File: config.mk
export PLATFORM = sky130hd
export DESIGN_NAME = board_text_streamer_flat
export DESIGN_NICKNAME = d
export VERILOG_FILES = /design/src/rtl/board_text_streamer_pkg.sv /design/src/rtl/board_text_streamer_if.sv /design/src/rtl/board_text_streamer_piece_to_ascii.sv /design/src/rtl/board_text_streamer.sv /design/src/flat_wrapper.sv
export SDC_FILE = /design/constraint.sdc
export NUM_CORES = 1
export LEC_CHECK = 0
export ABC_AREA = 1
export BUFFER_PORTS_ARGS = -buffer_cell sky130_fd_sc_hd__buf_4
export CAP_MARGIN = 10
export CORE_ASPECT_RATIO = 0.8
export CORE_UTILIZATION = 25
export CTS_CLUSTER_SIZE = 25
export DETAILED_ROUTE_END_ITERATION = 7
export HOLD_SLACK_MARGIN = 0.06
export PLACE_DENSITY = 0.55
export RECOVER_POWER = 50
export SLEW_MARGIN = 40
export SYNTH_ARGS = -nofsm -noshare
export SYNTH_HDL_FRONTEND = slang
export SYNTH_SLANG_ARGS = --single-unit
File: constraint.sdc
create_clock -name i_clk -period 27 [get_ports i_clk]
set_input_delay 4.05 -clock i_clk [delete_from_list [all_inputs] [get_ports i_clk]]
set_output_delay 4.05 -clock i_clk [all_outputs]
set_load 0.1 [all_outputs]
File: src/rtl/board_text_streamer_pkg.sv
// Shared definitions for the board text streamer.
// Holds the square piece codes, the ASCII constants used on the byte stream
// and the encodings of the streaming state machine.
package board_text_streamer_pkg;

   // Square piece codes: bit 3 selects black, low bits select the piece kind
   localparam int unsigned PIECE_BITS = 4;

   localparam logic [PIECE_BITS-1:0] EMPTY_POSN   = 4'h0;
   localparam logic [PIECE_BITS-1:0] WHITE_PAWN   = 4'h1;
   localparam logic [PIECE_BITS-1:0] WHITE_KNIGHT = 4'h2;
   localparam logic [PIECE_BITS-1:0] WHITE_BISHOP = 4'h3;
   localparam logic [PIECE_BITS-1:0] WHITE_ROOK   = 4'h4;
   localparam logic [PIECE_BITS-1:0] WHITE_QUEEN  = 4'h5;
   localparam logic [PIECE_BITS-1:0] WHITE_KING   = 4'h6;
   localparam logic [PIECE_BITS-1:0] BLACK_PAWN   = 4'h9;
   localparam logic [PIECE_BITS-1:0] BLACK_KNIGHT = 4'hA;
   localparam logic [PIECE_BITS-1:0] BLACK_BISHOP = 4'hB;
   localparam logic [PIECE_BITS-1:0] BLACK_ROOK   = 4'hC;
   localparam logic [PIECE_BITS-1:0] BLACK_QUEEN  = 4'hD;
   localparam logic [PIECE_BITS-1:0] BLACK_KING   = 4'hE;

   // ASCII characters used on the stream
   localparam logic [7:0] ASC_CR    = 8'h0D;
   localparam logic [7:0] ASC_LF    = 8'h0A;
   localparam logic [7:0] ASC_DOT   = 8'h2E;
   localparam logic [7:0] ASC_STAR  = 8'h2A;
   localparam logic [7:0] ASC_PLUS  = 8'h2B;
   localparam logic [7:0] ASC_MINUS = 8'h2D;
   localparam logic [7:0] ASC_QUEST = 8'h3F;
   localparam logic [7:0] ASC_W     = 8'h77;
   localparam logic [7:0] ASC_B     = 8'h62;

   // Streaming state machine encodings
   localparam logic [2:0] ST_IDLE    = 3'd0;
   localparam logic [2:0] ST_SQUARE  = 3'd1;
   localparam logic [2:0] ST_EOL_CR  = 3'd2;
   localparam logic [2:0] ST_EOL_LF  = 3'd3;
   localparam logic [2:0] ST_TRAILER = 3'd4;
   localparam logic [2:0] ST_T_CR    = 3'd5;
   localparam logic [2:0] ST_T_LF    = 3'd6;

endpackage

File: src/rtl/board_text_streamer_if.sv
// Byte-wide valid/ready stream.
//   data  : ASCII byte, driven by the master
//   valid : data is valid, driven by the master
//   ready : sink accepts the byte when valid && ready, driven by the slave
interface board_text_streamer_if;
   logic [7:0] data;
   logic       valid;
   logic       ready;

   modport master (output data, output valid, input ready);
   modport slave  (input data, input valid, output ready);
endinterface

File: src/rtl/board_text_streamer_piece_to_ascii.sv
// Combinational square-code to ASCII translation.
//   i_piece        : square piece code
//   i_white_attack : square is attacked by white
//   i_black_attack : square is attacked by black
//   i_overlay      : mark attacked empty squares instead of printing '.'
//   o_char         : ASCII character for the square
module board_text_streamer_piece_to_ascii
   import board_text_streamer_pkg::*;
(
   input  logic [PIECE_BITS-1:0] i_piece,
   input  logic                  i_white_attack,
   input  logic                  i_black_attack,
   input  logic                  i_overlay,
   output logic [7:0]            o_char
);

   always_comb begin
      o_char = ASC_QUEST;
      case (i_piece)
         EMPTY_POSN: begin
            o_char = ASC_DOT;
            // Only empty squares carry the attack overlay
            if (i_overlay) begin
               case ({i_white_attack, i_black_attack})
                  2'b11:   o_char = ASC_STAR;
                  2'b10:   o_char = ASC_PLUS;
                  2'b01:   o_char = ASC_MINUS;
                  default: o_char = ASC_DOT;
               endcase
            end
         end
         WHITE_PAWN:   o_char = 8'h50;
         WHITE_KNIGHT: o_char = 8'h4E;
         WHITE_BISHOP: o_char = 8'h42;
         WHITE_ROOK:   o_char = 8'h52;
         WHITE_QUEEN:  o_char = 8'h51;
         WHITE_KING:   o_char = 8'h4B;
         BLACK_PAWN:   o_char = 8'h70;
         BLACK_KNIGHT: o_char = 8'h6E;
         BLACK_BISHOP: o_char = 8'h62;
         BLACK_ROOK:   o_char = 8'h72;
         BLACK_QUEEN:  o_char = 8'h71;
         BLACK_KING:   o_char = 8'h6B;
         default:      o_char = ASC_QUEST;
      endcase
   end

endmodule

File: src/rtl/board_text_streamer.sv
// Snapshots a board, the side to move and both attack maps on a start pulse
// and streams the position as ASCII text over a byte valid/ready stream.
//   i_clk                : clock
//   i_reset              : synchronous active-low reset
//   i_board              : square codes, square idx = rank*8+file
//   i_white_to_move      : side to move
//   i_white_is_attacking : per-square white attack map
//   i_black_is_attacking : per-square black attack map
//   i_start              : one-cycle request, honoured only when idle
//   o_out                : ASCII byte stream (master)
//   o_busy               : stream in progress
//   o_done               : one-cycle pulse after the last byte is accepted
module board_text_streamer
   import board_text_streamer_pkg::*;
#(
   parameter int unsigned PIECE_WIDTH = PIECE_BITS,
   parameter int unsigned SIDE_WIDTH  = PIECE_WIDTH * 8,
   parameter int unsigned BOARD_WIDTH = SIDE_WIDTH * 8,
   parameter bit          OVERLAY     = 1'b0,
   parameter bit          EOL_CRLF    = 1'b1
) (
   input  logic                   i_clk,
   input  logic                   i_reset,
   input  logic [BOARD_WIDTH-1:0] i_board,
   input  logic                   i_white_to_move,
   input  logic [63:0]            i_white_is_attacking,
   input  logic [63:0]            i_black_is_attacking,
   input  logic                   i_start,
   board_text_streamer_if.master  o_out,
   output logic                   o_busy,
   output logic                   o_done
);

   logic [2:0]             r_state, w_state_nxt;
   logic [2:0]             r_file, w_file_nxt;
   logic [2:0]             r_rank, w_rank_nxt;
   logic                   r_done, w_done_nxt;
   logic [BOARD_WIDTH-1:0] r_board;
   logic                   r_wtm;
   logic [63:0]            r_wmap, r_bmap;

   logic                   w_valid, w_fire, w_accept_start;
   logic [5:0]             w_sq;
   logic [PIECE_WIDTH-1:0] w_piece;
   logic [7:0]             w_char, w_data;

   assign w_valid        = (r_state != ST_IDLE);
   assign w_fire         = w_valid && o_out.ready;
   assign w_accept_start = (r_state == ST_IDLE) && i_start;
   assign w_sq           = {r_rank, r_file};

   always_comb begin
      w_piece = '0;
      for (int i = 0; i < 64; i++) begin
         if (w_sq == 6'(i)) w_piece = r_board[i*PIECE_WIDTH +: PIECE_WIDTH];
      end
   end

   board_text_streamer_piece_to_ascii u_piece_to_ascii (
      .i_piece        (w_piece),
      .i_white_attack (r_wmap[w_sq]),
      .i_black_attack (r_bmap[w_sq]),
      .i_overlay      (OVERLAY),
      .o_char         (w_char)
   );

   // Output byte is a pure function of held state, so it stays stable on stalls
   always_comb begin
      w_data = 8'h00;
      case (r_state)
         ST_SQUARE:          w_data = w_char;
         ST_EOL_CR, ST_T_CR: w_data = ASC_CR;
         ST_EOL_LF, ST_T_LF: w_data = ASC_LF;
         ST_TRAILER:         w_data = r_wtm ? ASC_W : ASC_B;
         default:            w_data = 8'h00;
      endcase
   end

   always_comb begin
      w_state_nxt = r_state;
      w_file_nxt  = r_file;
      w_rank_nxt  = r_rank;
      w_done_nxt  = 1'b0;
      case (r_state)
         ST_IDLE: begin
            if (i_start) begin
               w_state_nxt = ST_SQUARE;
               w_rank_nxt  = 3'd7;
               w_file_nxt  = 3'd0;
            end
         end
         ST_SQUARE: begin
            if (w_fire) begin
               // File wraps 7 -> 0 on its own, ready for the next rank
               w_file_nxt = r_file + 3'd1;
               if (r_file == 3'd7) w_state_nxt = EOL_CRLF ? ST_EOL_CR : ST_EOL_LF;
            end
         end
         ST_EOL_CR: begin
            if (w_fire) w_state_nxt = ST_EOL_LF;
         end
         ST_EOL_LF: begin
            if (w_fire) begin
               if (r_rank != 3'd0) begin
                  w_rank_nxt  = r_rank - 3'd1;
                  w_state_nxt = ST_SQUARE;
               end else begin
                  w_state_nxt = ST_TRAILER;
               end
            end
         end
         ST_TRAILER: begin
            if (w_fire) w_state_nxt = EOL_CRLF ? ST_T_CR : ST_T_LF;
         end
         ST_T_CR: begin
            if (w_fire) w_state_nxt = ST_T_LF;
         end
         ST_T_LF: begin
            if (w_fire) begin
               w_state_nxt = ST_IDLE;
               w_done_nxt  = 1'b1;
            end
         end
         default: w_state_nxt = ST_IDLE;
      endcase
   end

   always_ff @(posedge i_clk) begin
      if (!i_reset) begin
         r_state <= ST_IDLE;
         r_file  <= 3'd0;
         r_rank  <= 3'd7;
         r_done  <= 1'b0;
      end else begin
         r_state <= w_state_nxt;
         r_file  <= w_file_nxt;
         r_rank  <= w_rank_nxt;
         r_done  <= w_done_nxt;
      end
   end

   // Snapshot is only meaningful while busy, so it needs no reset
   always_ff @(posedge i_clk) begin
      if (w_accept_start) begin
         r_board <= i_board;
         r_wtm   <= i_white_to_move;
         r_wmap  <= i_white_is_attacking;
         r_bmap  <= i_black_is_attacking;
      end
   end

   assign o_out.data  = w_data;
   assign o_out.valid = w_valid;
   assign o_busy      = w_valid;
   assign o_done      = r_done;

endmodule

File: src/flat_wrapper.sv
// flat-port wrapper written by rule: the top's interface ports become plain ports
module board_text_streamer_flat import board_text_streamer_pkg::*;
#(
   parameter int unsigned PIECE_WIDTH = PIECE_BITS,
   parameter int unsigned SIDE_WIDTH  = PIECE_WIDTH * 8,
   parameter int unsigned BOARD_WIDTH = SIDE_WIDTH * 8,
   parameter bit          OVERLAY     = 1'b0,
   parameter bit          EOL_CRLF    = 1'b1
)
  (i_clk, i_reset, i_board, i_white_to_move, i_white_is_attacking, i_black_is_attacking, i_start, o_busy, o_done, o_out_data, o_out_valid, o_out_ready);
  board_text_streamer_if o_out_i ();
  input  logic i_clk;
  input  logic i_reset;
  input  logic [BOARD_WIDTH-1:0] i_board;
  input  logic i_white_to_move;
  input  logic [63:0] i_white_is_attacking;
  input  logic [63:0] i_black_is_attacking;
  input  logic i_start;
  output logic o_busy;
  output logic o_done;
  output wire logic [$bits(o_out_i.data)-1:0] o_out_data;
  output wire logic [$bits(o_out_i.valid)-1:0] o_out_valid;
  input wire logic [$bits(o_out_i.ready)-1:0] o_out_ready;
  assign o_out_data = o_out_i.data;
  assign o_out_valid = o_out_i.valid;
  assign o_out_i.ready = o_out_ready;
  board_text_streamer #(.PIECE_WIDTH(PIECE_WIDTH), .SIDE_WIDTH(SIDE_WIDTH), .BOARD_WIDTH(BOARD_WIDTH), .OVERLAY(OVERLAY), .EOL_CRLF(EOL_CRLF)) u_core (.i_clk(i_clk), .i_reset(i_reset), .i_board(i_board), .i_white_to_move(i_white_to_move), .i_white_is_attacking(i_white_is_attacking), .i_black_is_attacking(i_black_is_attacking), .i_start(i_start), .o_out(o_out_i), .o_busy(o_busy), .o_done(o_done));
endmodule
==> results by group <==
Clock network
  – Clock-pin slew on the worst setup and hold paths: 0.06 ns
  – Clk buf depth: 3
  – Total CTS buffers: 30
  – Post-CTS resize count: 0
  – Postcts setup bufs: 0
  – CTS Root Cell: clkbuf_16
  – CTS tree: done
  – Clk sink count: 267
  – Max H-tree Level: 1
  – Hold-fix buffers at CTS: 0
  – Clk_lat worst skew: 0.57 ns

Worst setup path
  – R2r startpoint: u_core.r_state[0]
  – CP max stage delay: 0.38 ns
  – Crit path kind: flip-flop to primary output
  – Slowest cell on crit path: dfxtp_1
  – Startpoint types: flip-flop
  – CP arrival: 7.59 ns
  – Crit path max-delay family: simple AND/OR/NAND/NOR gates
  – Crit path buf inv count: 2
  – Worst r2r path cells: 5
  – CP dominant cell by count: nand3_1
  – Crit path from: u_core.r_file[0]
  – Critical path depth: 74
  – CP required: 22.95 ns
  – Crit. End Element: primary output
  – Crit-path max FO: 6

STA
  – Clock Skews: 0.0176 ns
  – Setup TNS: 0 ns
  – Hold Fails Final Rpt: 0
  – Final Setup Violations: 0
  – Final slew viol count: 0
  – Part of the cycle the worst path needs: 0.431
  – Actual slew at the worst max-slew pin: 0.911 ns
  – Fmax: 0.0859 GHz
  – Relative slew slack: 0.390
  – RSZ-0062 raised after global routing: false
  – Min Tclk post-route: 11.64 ns
  – Worst hold margin: 0.545 ns

Power and ir drop
  – Net Sw Power: 531 µW
  – Maximum vdd ir drop: 0.000212 V
  – PD cells: 94.3 nW/µm²
  – Clock network power share: 0.265
  – Pint: 909 µW
  – Comb power frac: 0.315
  – Flop pwr share: 0.420
  – Switching Fraction: 0.369
  – Leakage: 0.00591 µW

Floorplan
  – Initial core utilization: 0.254
  – Chip height: 195 µm
  – Die Area: 47300 µm²
  – Chip Width: 243 µm
  – Core area: 45700 µm²
  – Row count: 70
  – I/O Pins: 400

Synth
  – Synth warnings: 0
  – Syn_nets: 1483
  – Main synth FF type: edfxtp_1
  – Cell count after synthesis: 1087
  – EDFF count, synth: 257
  – Sequential-to-total area share from yosys stat: 0.682
  – Avg Cell Area, Syn: 10.7 µm²
  – Synth area leaders: edfxtp_1, nand2_1, nand3_1, inv_1, or2_2
  – Number of distinct library cells after synthesis: 29
  – Yosys reg bits: 267
  – Post-synth top area cell: edfxtp_1
  – Area share of the leading cell type in the synthesized netlist: 0.665
  – Ys async rst share: 0
  – Post-Syn Area: 11600 µm²
  – Most common cell in the netlist: nand2_1
  – Synth cell count leaders: nand2_1, edfxtp_1, nand3_1

GRT
  – Tot GR Track Use: 0.141
  – Largest net degree at the start of global routing: 68
  – Met3 Use GR: 0.0342
  – Vias in the first global route: 8736
  – First-pass GRT wire length: 50.4 mm
  – Initial antenna violation count: 1
  – Global Route met2 Usage: 0.224
  – Grt peak-use layer: met2
  – Congestion Overflow GR: 0
  – Routing usage on met1: 0.192

Worst hold path
  – Hold Path Depth: 2
  – Worst hold-check path type: flip-flop to flip-flop
  – Min-Delay Startpoint: u_core.r_rank[2]

Drt
  – Average routed wire per standard cell: 16.6 µm
  – Vias per cell: 4.24
  – DRT antenna net count: 0
  – Initial DRT Pass Iterations: 5
  – Total vias in the final route: 8563
  – DRT Wirelength: 33.6 mm
  – Iter 0 DRT Violations: 475
  – Detailed-route DRC error count: 0

Final layout
  – Layout cell share with drive strength beyond 1: 0.277
  – Fill cells: 4677
  – Final #Nets: 1783
  – Area growth syn-to-layout: 31.6%
  – Ant diodes: 0

Status
  – Status: completed

Place
  – Post-DP HPWL: 25.3 mm
  – Port Buffers: 270
  – Routability cong.: 0.790

Flow run
  – # Max-Cap Violations: 0
-- cell type report --
type / count / area [µm²] / area share
sequential: 267 / 7920 / 0.518
multi-input combinational: 701 / 3230 / 0.212
timing repair buffer: 276 / 2040 / 0.133
clock buffer: 37 / 798 / 0.0523
tap: 612 / 766 / 0.0501
inverter: 111 / 417 / 0.0273
clock inverter: 14 / 104 / 0.00680
-- placed cells by master (no fill, tap or decap), drive strengths merged --
| master | instances |
|---|---|
| a211oi | 4 |
| a21boi | 1 |
| a21oi | 21 |
| a31oi | 1 |
| buf | 17 |
| bufinv | 1 |
| clkbuf | 296 |
| clkinv | 10 |
| clkinvlp | 2 |
| conb | 1 |
| dfxtp | 10 |
| edfxtp | 257 |
| ha | 7 |
| inv | 112 |
| nand2 | 319 |
| nand3 | 151 |
| nand3b | 1 |
| nand4 | 11 |
| nor2 | 96 |
| nor3 | 2 |
| nor4 | 1 |
| o211ai | 4 |
| o21ai | 17 |
| o22ai | 2 |
| o31ai | 1 |
| or2 | 61 |
-- metal layers --
layer / up-vias / routed length [µm]
met5: - / 11
met4: 2 / 795
met3: 46 / 2000
met2: 244 / 15300
met1: 3985 / 15500
li1: 4286 / -
-- sequential cells by signal (all words and copies together), names as in the netlist --
register and count:
u_core.r_board 256, u_core.r_file 3, u_core.r_rank 3, u_core.r_state 3, u_core.o_done 1, u_core.r_wtm 1
-- worst reg2reg max path: cells and delay by family (launching register included) --
family / cells / cell delay [ns]
buf+inv: 3 / 1.43
flops: 1 / 0.38
simple gates: 2 / 1.01
-- metrics by stage --
step	area (µm²)	utilization	std cells	setup WS, ns	total power, µW
6_report	15300	0.334	2018	15.36	1440
5_1_grt	15300	0.334	2018	14.34	1530
4_1_cts	15300	0.335	2018	15.29	1470
3_3_place_gp	14400	0.315	1966	15.93	1070
2_1_floorplan	11600	-	1087	11.48	956
3_5_place_dp	14400	0.315	1967	15.94	1070
-- power by group through the flow --
stage / Sequential, µW / Clock (µW) / Combinational, µW
floorplan: 640 / 0 / 316
global placement: 613 / 0 / 455
detailed placement: 613 / 0 / 462
CTS: 606 / 398 / 464
global route: 615 / 411 / 501
finish: 605 / 382 / 453
-- final timing paths --
| kind | end | slack, ns |
|---|---|---|
| hold / removal | u_core.r_rank[2] | 0.54 |
| setup reg to reg | u_core.r_board[40] | 23.79 |
| setup / recovery | o_out_data[0] | 15.36 |
| hold reg to reg | u_core.r_rank[2] | 0.54 |
-- kinds of logic (layout without fill, tap and decap cells) --
logic type | Yosys count | count (layout) | synth area share
AO/OA/AOI/OAI | 51 | 51 | 0.0245
buffers and inverters | 119 | 438 | 0.0395
other | 1 | 1 | 0.000323
adder cells (fa/ha/maj) | 7 | 7 | 0.00755
flip-flops | 267 | 267 | 0.682
AND/OR/NAND/NOR | 642 | 642 | 0.246
Power figures use the tool's default switching activity.
